===== config.mk =====
export PLATFORM = sky130hd
export DESIGN_NAME = initialization_sequencer_flat
export DESIGN_NICKNAME = d
export VERILOG_FILES = /design/src/rtl/pic_8259_pkg.sv /design/src/rtl/initialization_sequencer_if.sv /design/src/rtl/initialization_sequencer.sv /design/src/flat_wrapper.sv
export SDC_FILE = /design/constraint.sdc
export NUM_CORES = 1
export LEC_CHECK = 0
export ABC_AREA = 1
export BUFFER_PORTS_ARGS = -buffer_cell sky130_fd_sc_hd__buf_4
export CAP_MARGIN = 20
export CORE_MARGIN = 5
export CORE_UTILIZATION = 50
export DETAILED_ROUTE_END_ITERATION = 8
export PLACE_DENSITY = 0.82
export SLEW_MARGIN = 20
export SYNTH_ARGS = -nofsm -noshare
export SYNTH_HDL_FRONTEND = slang
export SYNTH_SLANG_ARGS = --single-unit

===== constraint.sdc =====
create_clock -name clock -period 2.95 [get_ports clock]
set_input_delay 0.1475 -clock clock [delete_from_list [all_inputs] [get_ports clock]]
set_output_delay 0.1475 -clock clock [all_outputs]
set_load 0.01 [all_outputs]

===== src/rtl/pic_8259_pkg.sv =====
// Shared 8259A definitions: initialization state encoding, command-word bit
// positions and the strobe bundle issued by the initialization sequencer.
package pic_8259_pkg;

    typedef enum logic [2:0] {
        UNINIT,
        WAIT_ICW2,
        WAIT_ICW3,
        WAIT_ICW4,
        READY
    } init_state_t;

    localparam int ICW1_IC4_BIT  = 0;
    localparam int ICW1_SNGL_BIT = 1;
    localparam int CMD_D3_BIT    = 3;
    localparam int CMD_D4_BIT    = 4;

    // One-cycle command-word write strobes; at most one field is set at a time.
    typedef struct packed {
        logic icw1;
        logic icw2;
        logic icw3;
        logic icw4;
        logic ocw1;
        logic ocw2;
        logic ocw3;
    } strobe_t;

endpackage


===== src/rtl/initialization_sequencer_if.sv =====
// CPU write channel into the 8259A control logic: accepted-write pulse, A0 and data.
interface initialization_sequencer_if #(
    parameter int DATA_BUS_WIDTH = 8
);
    logic                      write_enable;
    logic                      address;
    logic [DATA_BUS_WIDTH-1:0] internal_data_bus;

    modport master (
        output write_enable,
        output address,
        output internal_data_bus
    );

    modport slave (
        input write_enable,
        input address,
        input internal_data_bus
    );
endinterface


===== src/rtl/initialization_sequencer.sv =====
// 8259A initialization sequencer: decodes CPU writes into registered ICW1..ICW4 /
// OCW1..OCW3 strobes and tracks the ICW1 -> ICW2 -> [ICW3] -> [ICW4] sequence.
// Optional feature macro INIT_SEQUENCE_ERROR_EN adds a sticky sequence_error output
// flagging writes that were ignored; without it such writes are dropped silently.
module initialization_sequencer
    import pic_8259_pkg::*;
#(
    parameter int DATA_BUS_WIDTH = 8
) (
    input  logic                          clock,
    input  logic                          reset_n,
    initialization_sequencer_if.slave     cpu_wr,
    output logic [DATA_BUS_WIDTH-1:0]     registered_data_bus,
    output logic                          write_initial_command_word_1,
    output logic                          write_initial_command_word_2,
    output logic                          write_initial_command_word_3,
    output logic                          write_initial_command_word_4,
    output logic                          write_operation_control_word_1,
    output logic                          write_operation_control_word_2,
    output logic                          write_operation_control_word_3,
    output logic                          in_initialization,
`ifdef INIT_SEQUENCE_ERROR_EN
    output logic                          sequence_error,
`endif
    output logic                          single_mode_config,
    output logic                          icw4_required_config
);

    init_state_t               state_q, state_d;
    strobe_t                   strobe_q, strobe_d;
    logic [DATA_BUS_WIDTH-1:0] data_q, data_d;
    logic                      in_init_q, in_init_d;
    logic                      sngl_q, sngl_d;
    logic                      ic4_q, ic4_d;

    logic       we;
    logic       a0;
    logic       cmd_d3;
    logic       cmd_d4;

    assign we     = cpu_wr.write_enable;
    assign a0     = cpu_wr.address;
    assign cmd_d3 = cpu_wr.internal_data_bus[CMD_D3_BIT];
    assign cmd_d4 = cpu_wr.internal_data_bus[CMD_D4_BIT];

    // State, configuration latches, strobes and captured data register.
    // NOTE: every flop here uses <= so all registers update from the same pre-edge values.
    always_ff @(posedge clock or negedge reset_n) begin
        if (!reset_n) begin
            state_q   <= UNINIT;
            strobe_q  <= '0;
            data_q    <= '0;
            in_init_q <= 1'b0;
            sngl_q    <= 1'b0;
            ic4_q     <= 1'b0;
        end else begin
            state_q   <= state_d;
            strobe_q  <= strobe_d;
            data_q    <= data_d;
            in_init_q <= in_init_d;
            sngl_q    <= sngl_d;
            ic4_q     <= ic4_d;
        end
    end

    // Next-state: ICW1 restarts from anywhere; A0=1 writes advance the ICW sequence.
    // NOTE: every variable gets a default first so no path can infer a latch.
    always_comb begin
        state_d = state_q;
        sngl_d  = sngl_q;
        ic4_d   = ic4_q;
        if (we) begin
            if (!a0) begin
                if (cmd_d4) begin
                    state_d = WAIT_ICW2;
                    sngl_d  = cpu_wr.internal_data_bus[ICW1_SNGL_BIT];
                    ic4_d   = cpu_wr.internal_data_bus[ICW1_IC4_BIT];
                end
            end else begin
                unique case (state_q)
                    WAIT_ICW2: begin
                        if (!sngl_q)    state_d = WAIT_ICW3;
                        else if (ic4_q) state_d = WAIT_ICW4;
                        else            state_d = READY;
                    end
                    WAIT_ICW3: state_d = ic4_q ? WAIT_ICW4 : READY;
                    WAIT_ICW4: state_d = READY;
                    default:   state_d = state_q;
                endcase
            end
        end
    end

    // Output decode: pick the single strobe for this write and capture its data.
    always_comb begin
        strobe_d  = '0;
        data_d    = data_q;
        in_init_d = (state_d == WAIT_ICW2) || (state_d == WAIT_ICW3) || (state_d == WAIT_ICW4);
        if (we) begin
            data_d = cpu_wr.internal_data_bus;
            if (!a0) begin
                if (cmd_d4)                 strobe_d.icw1 = 1'b1;
                else if (state_q == READY) begin
                    if (cmd_d3)             strobe_d.ocw3 = 1'b1;
                    else                    strobe_d.ocw2 = 1'b1;
                end
            end else begin
                unique case (state_q)
                    WAIT_ICW2: strobe_d.icw2 = 1'b1;
                    WAIT_ICW3: strobe_d.icw3 = 1'b1;
                    WAIT_ICW4: strobe_d.icw4 = 1'b1;
                    READY:     strobe_d.ocw1 = 1'b1;
                    default:   strobe_d      = '0;
                endcase
            end
        end
    end

`ifdef INIT_SEQUENCE_ERROR_EN
    logic error_q, error_d;
    logic write_ignored;

    // A write is ignored when it is a D4=0 command outside READY or an A0=1 write before ICW1.
    assign write_ignored = we && ((!a0 && !cmd_d4 && (state_q != READY)) ||
                                  (a0 && (state_q == UNINIT)));

    // Sticky error flag: ICW1 clears it, any ignored write sets it.
    always_comb begin
        error_d = error_q;
        if (strobe_d.icw1)      error_d = 1'b0;
        else if (write_ignored) error_d = 1'b1;
    end

    // Sticky error register.
    always_ff @(posedge clock or negedge reset_n) begin
        if (!reset_n) error_q <= 1'b0;
        else          error_q <= error_d;
    end

    assign sequence_error = error_q;
`endif

    assign registered_data_bus            = data_q;
    assign write_initial_command_word_1   = strobe_q.icw1;
    assign write_initial_command_word_2   = strobe_q.icw2;
    assign write_initial_command_word_3   = strobe_q.icw3;
    assign write_initial_command_word_4   = strobe_q.icw4;
    assign write_operation_control_word_1 = strobe_q.ocw1;
    assign write_operation_control_word_2 = strobe_q.ocw2;
    assign write_operation_control_word_3 = strobe_q.ocw3;
    assign in_initialization              = in_init_q;
    assign single_mode_config             = sngl_q;
    assign icw4_required_config           = ic4_q;

endmodule


===== src/flat_wrapper.sv =====
// flat-port wrapper written by rule: the top's interface ports become plain ports
module initialization_sequencer_flat import pic_8259_pkg::*;
#(
    parameter int DATA_BUS_WIDTH = 8
)
  (clock, reset_n, registered_data_bus, write_initial_command_word_1, write_initial_command_word_2, write_initial_command_word_3, write_initial_command_word_4, write_operation_control_word_1, write_operation_control_word_2, write_operation_control_word_3, in_initialization, single_mode_config, icw4_required_config, cpu_wr_write_enable, cpu_wr_address, cpu_wr_internal_data_bus);
  initialization_sequencer_if #(.DATA_BUS_WIDTH(DATA_BUS_WIDTH)) cpu_wr_i ();
  input  logic clock;
  input  logic reset_n;
  output logic [DATA_BUS_WIDTH-1:0] registered_data_bus;
  output logic write_initial_command_word_1;
  output logic write_initial_command_word_2;
  output logic write_initial_command_word_3;
  output logic write_initial_command_word_4;
  output logic write_operation_control_word_1;
  output logic write_operation_control_word_2;
  output logic write_operation_control_word_3;
  output logic in_initialization;
  output logic single_mode_config;
  output logic icw4_required_config;
  input wire logic [$bits(cpu_wr_i.write_enable)-1:0] cpu_wr_write_enable;
  input wire logic [$bits(cpu_wr_i.address)-1:0] cpu_wr_address;
  input wire logic [$bits(cpu_wr_i.internal_data_bus)-1:0] cpu_wr_internal_data_bus;
  assign cpu_wr_i.write_enable = cpu_wr_write_enable;
  assign cpu_wr_i.address = cpu_wr_address;
  assign cpu_wr_i.internal_data_bus = cpu_wr_internal_data_bus;
  initialization_sequencer #(.DATA_BUS_WIDTH(DATA_BUS_WIDTH)) u_core (.clock(clock), .reset_n(reset_n), .cpu_wr(cpu_wr_i), .registered_data_bus(registered_data_bus), .write_initial_command_word_1(write_initial_command_word_1), .write_initial_command_word_2(write_initial_command_word_2), .write_initial_command_word_3(write_initial_command_word_3), .write_initial_command_word_4(write_initial_command_word_4), .write_operation_control_word_1(write_operation_control_word_1), .write_operation_control_word_2(write_operation_control_word_2), .write_operation_control_word_3(write_operation_control_word_3), .in_initialization(in_initialization), .single_mode_config(single_mode_config), .icw4_required_config(icw4_required_config));
endmodule

Yosys cells after proc, flatten, opt, wreduce, memory -nomap -nowiden
Index checks and enable logic that the tools add are counted.

Multiplexer cells: 19. Eq/ne operators: 7. Reductions and logical operators: 3. Bitwise operators: 1.

Operators by type and width (count): $mux 3 (5); $eq 3x2->1 const B (4); $pmux 3 s3 (1); $mux 1 (8); $mux 7 (1); $eq 3x1->1 const B (2); $mux 2 (3); $mux 4 (1); $eq 3x3->1 const B (1); $reduce_and 3->1 (1); $logic_or 1x1->1 (2); $not 1->1 (1).

Output and inout port bits: 18. Bits of input ports: 12. Register bits: 21.

Depth between registers and ports, before layout
Gate-level depths: netlist of the first run.

Depth in word-level cells: 8. Mapped depth: 7.

Worst setup path before layout of the first run
Ideal clock, no wire load.

Path kind: register to register. Start: register u_core.state_q[0]. End: register u_core.in_init_q (netlist: u_core.in_initialization). Clock period less this slack: 1051 ps. Stages on the path, launching flop included: 8. Required time: 2877 ps. Arrival time: 978 ps. Buffers on the path: 0. Path slack: 1899 ps. Path through: dfrtp_1 > nor2_1 > nor2_2 > nand2_2 > inv_1 > nand3_1 > o21ai_0 > a21oi_2.

Longest elaborated chain between the ends: 7. Elaborated cells on any way between the ends: 12. Those cells by class: 6 x eq/ne; 4 x mux; 2 x reduce/logical.

RTL lines: from (decl) (line initialization_sequencer.sv:29) `init_state_t state_q, state_d;`; from (signal assigned) (line initialization_sequencer.sv:57) `state_q <= state_d;`; $eq 3x2->1 or $eq 3x1->1 (tied branches) (line initialization_sequencer.sv:80) `unique case (state_q)`; $pmux 3 s3 * (line initialization_sequencer.sv:80); $mux 3 * (line initialization_sequencer.sv:73) `if (!a0) begin`; $mux 3 * (line initialization_sequencer.sv:72) `if (we) begin`; named net u_core.state_d[2] (line initialization_sequencer.sv:29); $eq 3x1->1 or $eq 3x2->1 (tied branches) (line initialization_sequencer.sv:98) `in_init_d = (state_d == WAIT_ICW2) || (state_d == WAIT_ICW3) || (state_d == WAIT_ICW4);`; $logic_or 1x1->1 (line initialization_sequencer.sv:98); $logic_or 1x1->1 * (line initialization_sequencer.sv:98); named net u_core.in_init_d (line initialization_sequencer.sv:32) `logic in_init_q, in_init_d;`; to (signal assigned) (line initialization_sequencer.sv:60) `in_init_q <= in_init_d;`; to (decl) (line initialization_sequencer.sv:32).

The timed path passes the listed nets; every way through them passes the cells marked *. A chain may end at the register's enable or synchronous reset.

Final worst setup path of the first run
Same ends and word-level chain as after synthesis.

==> summary.md, run 1 <==
| Metric | Value |
|---|---|
| CTS tree | `yes` |
| Worst Tran Pin Value | `281 ps` |
| Number of synthesized flops with an enable pin | `0` |
| Mapped cell area | `831 µm²` |
| Total CTS buffers | `3` |
| Detailed Route Iter0 Violations | `7` |
| Final Cell Area | `1110 µm²` |
| WL per Instance | `12.9 µm` |
| Net Count, Synth | `89` |
| Max_slew headroom | `81.0%` |
| Hold Path Class | `in -> reg` |
| Die height | `50.8 µm` |
| Endpoints failing setup | `0` |
| Most common cell after layout, fill and taps aside | `buf_4` |
| Port Buffers | `29` |
| Post-CTS Setup Inserts | `0` |
| Worst-Skew Late Latency | `300 ps` |
| Yosys reg bits | `21` |
| Routed wire length | `1640 µm` |
| Slowest cell on crit path | `dfrtp_1` |
| Vias in the first global route | `663` |
| Critical path launch point type | `flip-flop` |
| Worst path arrival time | `1410 ps` |
| Root Driver | `clkbuf_4` |
| Most frequent cells in the layout | `29 x buf_4, 21 x dfrtp_1, 11 x inv_1, 10 x nand2_1` |
| Sink count of the clock tree | `21` |
| Max-slew violations | `0` |
| CP cell instances | `nor2_1, nor2_2, nand2_2, inv_1, nand3_1, o21ai_0, a21oi_2` |
| Register area share after synthesis | `63.3%` |
| CP delay by family, top | `flip-flops` |
| Clock Skews | `1.11 ps` |
| Initial core utilization | `53.9%` |
| Crit end category | `flip-flop` |
| Synth Area in Adders | `0%` |
| Worst path max stage delay | `420 ps` |
| H-tree levels | `1` |
| Layout Nets | `124` |
| RSZ-0062 raised after global routing | `no` |
| Gpl congestion | `0.795` |
| FP Rows | `14` |
| Async SR Flop Fraction | `100%` |
| Synth warn | `0` |
| Num ports | `30` |
| Cells after Synth | `77` |
| Clock Path Buffers | `2` |
| Tcrit/Tclk final | `39.7%` |
| Pin count of the biggest net entering global routing | `22` |
| DRC | `0` |
| Cell Area, Placed | `1060 µm²` |
| Post-synthesis xor/xnor area fraction | `0%` |
| Synth Area in Compound Gates | `6.33%` |
| Post-CTS sizing | `0` |
| Fraction of layout cells with a size suffix above 1 | `40.5%` |
| Distinct cells, synth | `19` |
| Max Freq | `0.854 GHz` |
| Max Cap Viol | `0` |
| Fillers | `113` |
| Die footprint | `2580 µm²` |
| CP bufs+invs | `1` |
| Critical Path RT | `3190 ps` |
| Main combinational cell family by area after synthesis | `simple AND/OR/NAND/NOR gates` |
| Die width | `50.8 µm` |
| Synth Area in Simple Gates | `17.6%` |
| GR Util All Layers | `14.9%` |
| Static Leak | `0.574 nW` |
| Core area | `1540 µm²` |
| Final ANT Viol Nets | `0` |
| DRT Pass-1 Iters | `3` |
| Final hold violations | `0` |
| Period minus WS final | `1170 ps` |
| Vias per inst | `5.12` |
| First-pass GRT wire length | `2860 µm` |
| GRT overflow | `0` |
| Crit path kind | `reg -> reg` |
| Number of hold buffers added after CTS | `2` |
| Critical Path Fanout Max | `4` |
| Outcome | `finished, final reports clean` |
| Peak supply drop | `0.000424 V` |
| Post-Syn Area per Cell | `10.8 µm²` |
| Multiplexer share of the synthesized area | `6.78%` |
| Initial antenna violation count | `0` |
| Vias | `650` |
| Clock Pin Slew Worst Setup and Hold Paths | `100 ps` |
| Pwr/cell area | `644 nW/µm²` |
| DP HPWL | `1270 µm` |
| Synthesis-to-finish area growth | `33.6%` |
| Post-synth top flop | `dfrtp_1` |
| Post-Route Setup TNS | `0 ps` |
| ANT cells | `0` |
## power breakdown
group	switching (mW)	internal (mW)
Sequential	0.0376	0.336
Combinational	0.118	0.0915
Clock	0.0788	0.0527
Total	0.234	0.480
## kinds of logic (layout without fill, tap and decap cells)
family                 count (synthesis)  after routing
AND/OR/NAND/NOR                       29             29
flip-flops                            21             21
buffers and inverters                 13             47
AO/OA/AOI/OAI                          9              9
multiplexers                           5              5
## cell usage after synthesis, types with 2 or more instances
library cell	number	area, µm²
a21oi_1	2	10.0
a21oi_2	2	17.5
dfrtp_1	21	526
inv_1	11	41.3
mux2_2	5	56.3
nand2_1	10	37.5
nand2_2	2	12.5
nand3_1	3	15.0
nor2_1	5	18.8
nor4_1	3	18.8
o21ai_0	5	25.0
## path summary, 6_finish.rpt
path | from | slack, ps | cells past startpoint | to
max in group asynchronous | reset_n | 2490 | 2 | u_core.registered_data_bus[7]
min | cpu_wr_address | 40 | 2 | u_core.write_initial_command_word_1
max | u_core.state_q[0] | 1780 | 7 | u_core.in_initialization
min in group asynchronous | reset_n | 260 | 2 | u_core.registered_data_bus[0]
max reg2reg | u_core.state_q[0] | 1780 | 7 | u_core.in_initialization
min reg2reg | u_core.state_q[0] | 510 | 1 | u_core.write_initial_command_word_3
## cell type report
class                      instances  area, µm²  share of cell area (%)
multi-input combinational         43        255                    23.0
tap                               16       20.0                    1.80
sequential                        21        526                    47.4
inverter                          12       45.0                    4.06
timing repair buffer              31        238                    21.4
clock buffer                       4       26.3                    2.37
## per-layer routing
layer / track usage, % / vias up / share of wire, %
li1: - / 320 / -
met4: 7.66 / 0 / 2.3
met3: 5.03 / 5 / 7.1
met2: 26.2 / 17 / 53
met1: 15.3 / 308 / 37
met5: 0 / - / 0
## stage by stage
step                std cells  worst slack [ps]  utilization [%]  power [mW]  hold WS, ps
global placement          121              1850             69.0       0.581         38.4
CTS                       127              1780             72.0       0.725         30.4
detailed placement        121              1810             69.0       0.587         42.7
global route              127              1630             72.0       0.770         18.3
finish                    127              1780             72.0       0.715         42.9
floorplan                  77              1900                -       0.498         -148
## registers in the layout (all words and copies together), names as in the netlist
| signal | cells |
|---|---|
| u_core.single_mode_config | 1 |
| u_core.write_initial_command_word_2 | 1 |
| u_core.registered_data_bus | 8 |
| u_core.write_initial_command_word_1 | 1 |
| u_core.in_initialization | 1 |
| u_core.write_operation_control_word_2 | 1 |
| u_core.icw4_required_config | 1 |
| u_core.write_operation_control_word_3 | 1 |
| u_core.write_initial_command_word_3 | 1 |
| u_core.write_operation_control_word_1 | 1 |
| u_core.write_initial_command_word_4 | 1 |
| u_core.state_q | 3 |
Note: power is estimated with default switching activity, not from simulation.
==> run 2: changes to the inputs <==
ABC_AREA = 0   (was 1)
CORE_UTILIZATION = 47   (was 50)
PLACE_DENSITY = 0.78   (was 0.82)
clock period = 1.15 ns   (was 2.95 ns; I/O delays follow)
==> run 2 against run 1 <==
Against the previous run: the flow now finishes with violations (negative setup slack); combinational power rose to 3.3 times the previous value; sequential share of layout area fell by 6.4 points; register-to-register slack got worse by 1900 ps; worst hold slack got worse by 1.7 ps; clock power rose to 2.6 times the previous value; die area rose by 9.1%; critical path type unchanged.
==> summary.md, run 2 <==
| Metric | Value |
|---|---|
| Synthesis-to-finish area growth | `47.5% (was 33.6%)` |
| Reg2reg setup slack | `-150 ps (was 1780 ps)` |
| Clock Path Buffers | `2 (unchanged)` |
| Pwr/cell area | `1540 nW/µm² (was 644 nW/µm²)` |
| Max reg flops | `8 (unchanged)` |
| Final hold violations | `0 (unchanged)` |
| Num ports | `30 (unchanged)` |
| CP bufs+invs | `0 (was 1)` |
| Peak supply drop | `0.00113 V (was 0.000424 V)` |
| Mapped cell area | `870 µm² (was 831 µm²)` |
| Max Cap Viol | `0 (unchanged)` |
| Critical path launch point type | `flip-flop (unchanged)` |
| Synth top area cells | `dfrtp_1 60%, mux2_2 9.1%, a221oi_2 3.5%, buf_12 2.3%, o21ai_0 1.7% (was dfrtp_1 63%, mux2_2 6.8%, inv_1 5.0%, nand2_1 4.5%, o21ai_0 3.0%)` |
| Hold slack | `41.2 ps (was 42.9 ps)` |
| Vias per inst | `4.99 (was 5.12)` |
| Worst-Skew Late Latency | `300 ps (about the same)` |
| Critical Path RT | `1330 ps (was 3190 ps)` |
| Period minus WS final | `1300 ps (was 1170 ps)` |
| RSZ-0062 raised after global routing | `yes (was no)` |
| Share of the synthesized area in the top cell type | `60.4% (was 63.3%)` |
| Routed wire length | `1860 µm (was 1640 µm)` |
| Distinct cells, synth | `26 (was 19)` |
| Port Buffers | `29 (unchanged)` |
| DRT Pass-1 Iters | `4 (was 3)` |
| Static Leak | `0.615 nW (was 0.574 nW)` |
| Hold path endpoint | `u_core.registered_data_bus[4] (was u_core.write_initial_command_word_1)` |
| Final ANT Viol Nets | `0 (unchanged)` |
| Gpl congestion | `0.765 (was 0.795)` |
| Most common cell after layout, fill and taps aside | `buf_4 (unchanged)` |
| Post-Syn Area per Cell | `13.8 µm² (was 10.8 µm²)` |
| Sequential cell area | `526 µm² (unchanged)` |
| Net Count, Synth | `75 (was 89)` |
| Post-Route Setup TNS | `-364 ps (was 0 ps)` |
| Hold Path Class | `in -> reg (unchanged)` |
| Async SR Flop Fraction | `100% (unchanged)` |
| Outcome | `complete, but fails checks (was finished, final reports clean)` |
| Fillers | `127 (was 113)` |
| H-tree levels | `1 (unchanged)` |
| Multi-input gate area | `314 µm² (was 255 µm²)` |
| Die footprint | `2810 µm² (was 2580 µm²)` |
| Die width | `53.0 µm (was 50.8 µm)` |
| Sink count of the clock tree | `21 (unchanged)` |
| GRT overflow | `0 (unchanged)` |
| Max_slew headroom | `82.1% (was 81.0%)` |
| HP Start | `cpu_wr_write_enable (was cpu_wr_address)` |
| FF-to-FF path depth | `4 (was 7)` |
| Vias | `673 (was 650)` |
| Clock Pin Slew Worst Setup and Hold Paths | `110 ps (was 100 ps)` |
| Cell Area, Placed | `1130 µm² (was 1060 µm²)` |
| CP delay by family, top | `compound AO/OA/AOI/OAI gates (was flip-flops)` |
| Die height | `53.0 µm (was 50.8 µm)` |
| Worst path arrival time | `1480 ps (was 1410 ps)` |
| Worst R2R Start | `u_core.state_q[2] (was u_core.state_q[0])` |
| Max Freq | `0.768 GHz (was 0.854 GHz)` |
| Crit end category | `flip-flop (unchanged)` |
| Fraction of layout cells with a size suffix above 1 | `52.7% (was 40.5%)` |
| Placed Cells incl. Taps | `120 (was 121)` |
| Initial antenna violation count | `0 (unchanged)` |
| Top cells by count, synth | `21 x dfrtp_1, 7 x mux2_2, 4 x nand2_1 (was 21 x dfrtp_1, 11 x inv_1, 10 x nand2_1)` |
| Detailed Route Iter0 Violations | `13 (was 7)` |
| Total CTS buffers | `3 (unchanged)` |
| Max-slew violations | `0 (unchanged)` |
| DRC | `0 (unchanged)` |
| ANT cells | `0 (unchanged)` |
| Crit path kind | `reg -> reg (unchanged)` |
| Hold path cells | `2 (unchanged)` |
| WL per Instance | `13.8 µm (was 12.9 µm)` |
| Final Cell Area | `1280 µm² (was 1110 µm²)` |
| Tcrit/Tclk final | `113% (was 39.7%)` |
| Most frequent cell after synthesis | `dfrtp_1 (unchanged)` |
| FP Rows | `15 (was 14)` |
| Synth warn | `0 (unchanged)` |
| Post-synth top area cell | `dfrtp_1 (unchanged)` |
| Final worst setup slack | `-152 ps (was 1780 ps)` |
| Setup WS pre-CTS | `-109 ps (was 1810 ps)` |
| Worst path max stage delay | `400 ps (was 420 ps)` |
| First-pass GRT wire length | `3190 µm (was 2860 µm)` |
| Root Driver | `clkbuf_4 (unchanged)` |
| Initial core utilization | `49.8% (was 53.9%)` |
| Worst Tran Pin Value | `268 ps (was 281 ps)` |
| GR Util All Layers | `16.3% (was 14.9%)` |
| Post-synth top flop | `dfrtp_1 (unchanged)` |
| Post-CTS Setup Inserts | `0 (unchanged)` |
| Cells after Synth | `63 (was 77)` |
| Layout Nets | `123 (was 124)` |
| Core area | `1750 µm² (was 1540 µm²)` |
| Slowest cell on crit path | `dfrtp_1 (unchanged)` |
| Worst R2R End | `u_core.in_initialization (unchanged)` |
| CP cell instances | `and3b_4, o21ai_2, a221oi_2, a221oi_2 (was nor2_1, nor2_2, nand2_2, inv_1, nand3_1, o21ai_0, a21oi_2)` |
| Fin cells | `135 (was 127)` |
| Violated checks | `negative setup slack` |
| Number of synthesized flops with an enable pin | `0 (unchanged)` |
| Most frequent cells in the layout | `34 x buf_4, 21 x dfrtp_1, 11 x dlygate4sd3_1, 7 x mux2_2, 4 x nand2_1 (was 29 x buf_4, 21 x dfrtp_1, 11 x inv_1, 10 x nand2_1)` |
| Endpoints failing setup | `3 (was 0)` |
| Vias in the first global route | `737 (was 663)` |
| Most used cell, CP | `a221oi_2` |
| Clock Skews | `3.23 ps (was 1.11 ps)` |
| Yosys reg bits | `21 (unchanged)` |
| CTS tree | `yes (unchanged)` |
| DP HPWL | `1360 µm (was 1270 µm)` |
| Register area share after synthesis | `60.4% (was 63.3%)` |
| Critical Path Fanout Max | `6 (was 4)` |
| Pin count of the biggest net entering global routing | `22 (unchanged)` |
## run 2: worst reg2reg max path: stages (launching register included)
cell and delay, ps:
dfrtp_1 400, and3b_4 340, o21ai_2 70, a221oi_2 280, a221oi_2 100
## run 2: cell families (layout without fill, tap and decap cells)
group | count (synthesis) | count (layout) | share of synthesized area (%)
DFF | 21 | 21 | 60.4
and+or+nand+nor | 18 | 18 | 14.2
AOI/OAI and AO/OA | 10 | 10 | 9.07
muxes | 8 | 8 | 10.4
buffers and inverters | 6 | 53 | 5.90
## run 2: power breakdown
group | switching, mW | total, mW | internal (mW) | leakage (nW)
Clock | 0.207 | 0.343 | 0.135 | 0.0150
Combinational | 0.323 | 0.696 | 0.373 | 0.335
Sequential | 0.0743 | 0.933 | 0.859 | 0.265
## run 2: layout make-up
type	instances	area share (%)
clock buffers	4	2.05
inverters	4	1.56
multi-input cells	36	24.5
flip-flops and latches	21	41.0
well taps	25	2.44
repair buffers	45	28.5
## run 2: worst max-delay path by stage
stage | startpoint | endpoint | depth (start not counted)
floorplan | u_core.state_q[2] | u_core.in_initialization | 4
global placement | u_core.state_q[2] | u_core.in_initialization | 4
detailed placement | u_core.state_q[2] | u_core.in_initialization | 4
CTS | u_core.state_q[2] | u_core.in_initialization | 4
global route | u_core.state_q[2] | u_core.in_initialization | 4
finish | u_core.state_q[2] | u_core.in_initialization | 4
## run 2: layer usage
| metal | up-vias | wire (µm) | global-route usage [%] | part of all wire [%] |
|---|---|---|---|---|
| met5 | - | 0 | 0 | 0 |
| met3 | 4 | 116 | 3.10 | 6.2 |
| met4 | 0 | 42 | 8.94 | 2.3 |
| met2 | 27 | 956 | 29.8 | 51 |
| met1 | 329 | 742 | 17.4 | 40 |
| li1 | 313 | - | - | - |
## run 2: through the flow
stage	power, mW	utilization, %
after floorplan	1.32	-
after global placement	1.55	64.7
after detailed placement	1.57	64.7
after CTS	1.97	73.1
after global routing	2.10	73.5
final	1.97	73.5
## run 2: timing repair
action / 4_1_cts / 5_1_grt
pin swaps: 0 / 1
gates resized for setup: 3 / 1
hold buffers: 11 / 0
endpoints found under the hold margin: 29 / 0
setup endpoints to repair: 4 / 5
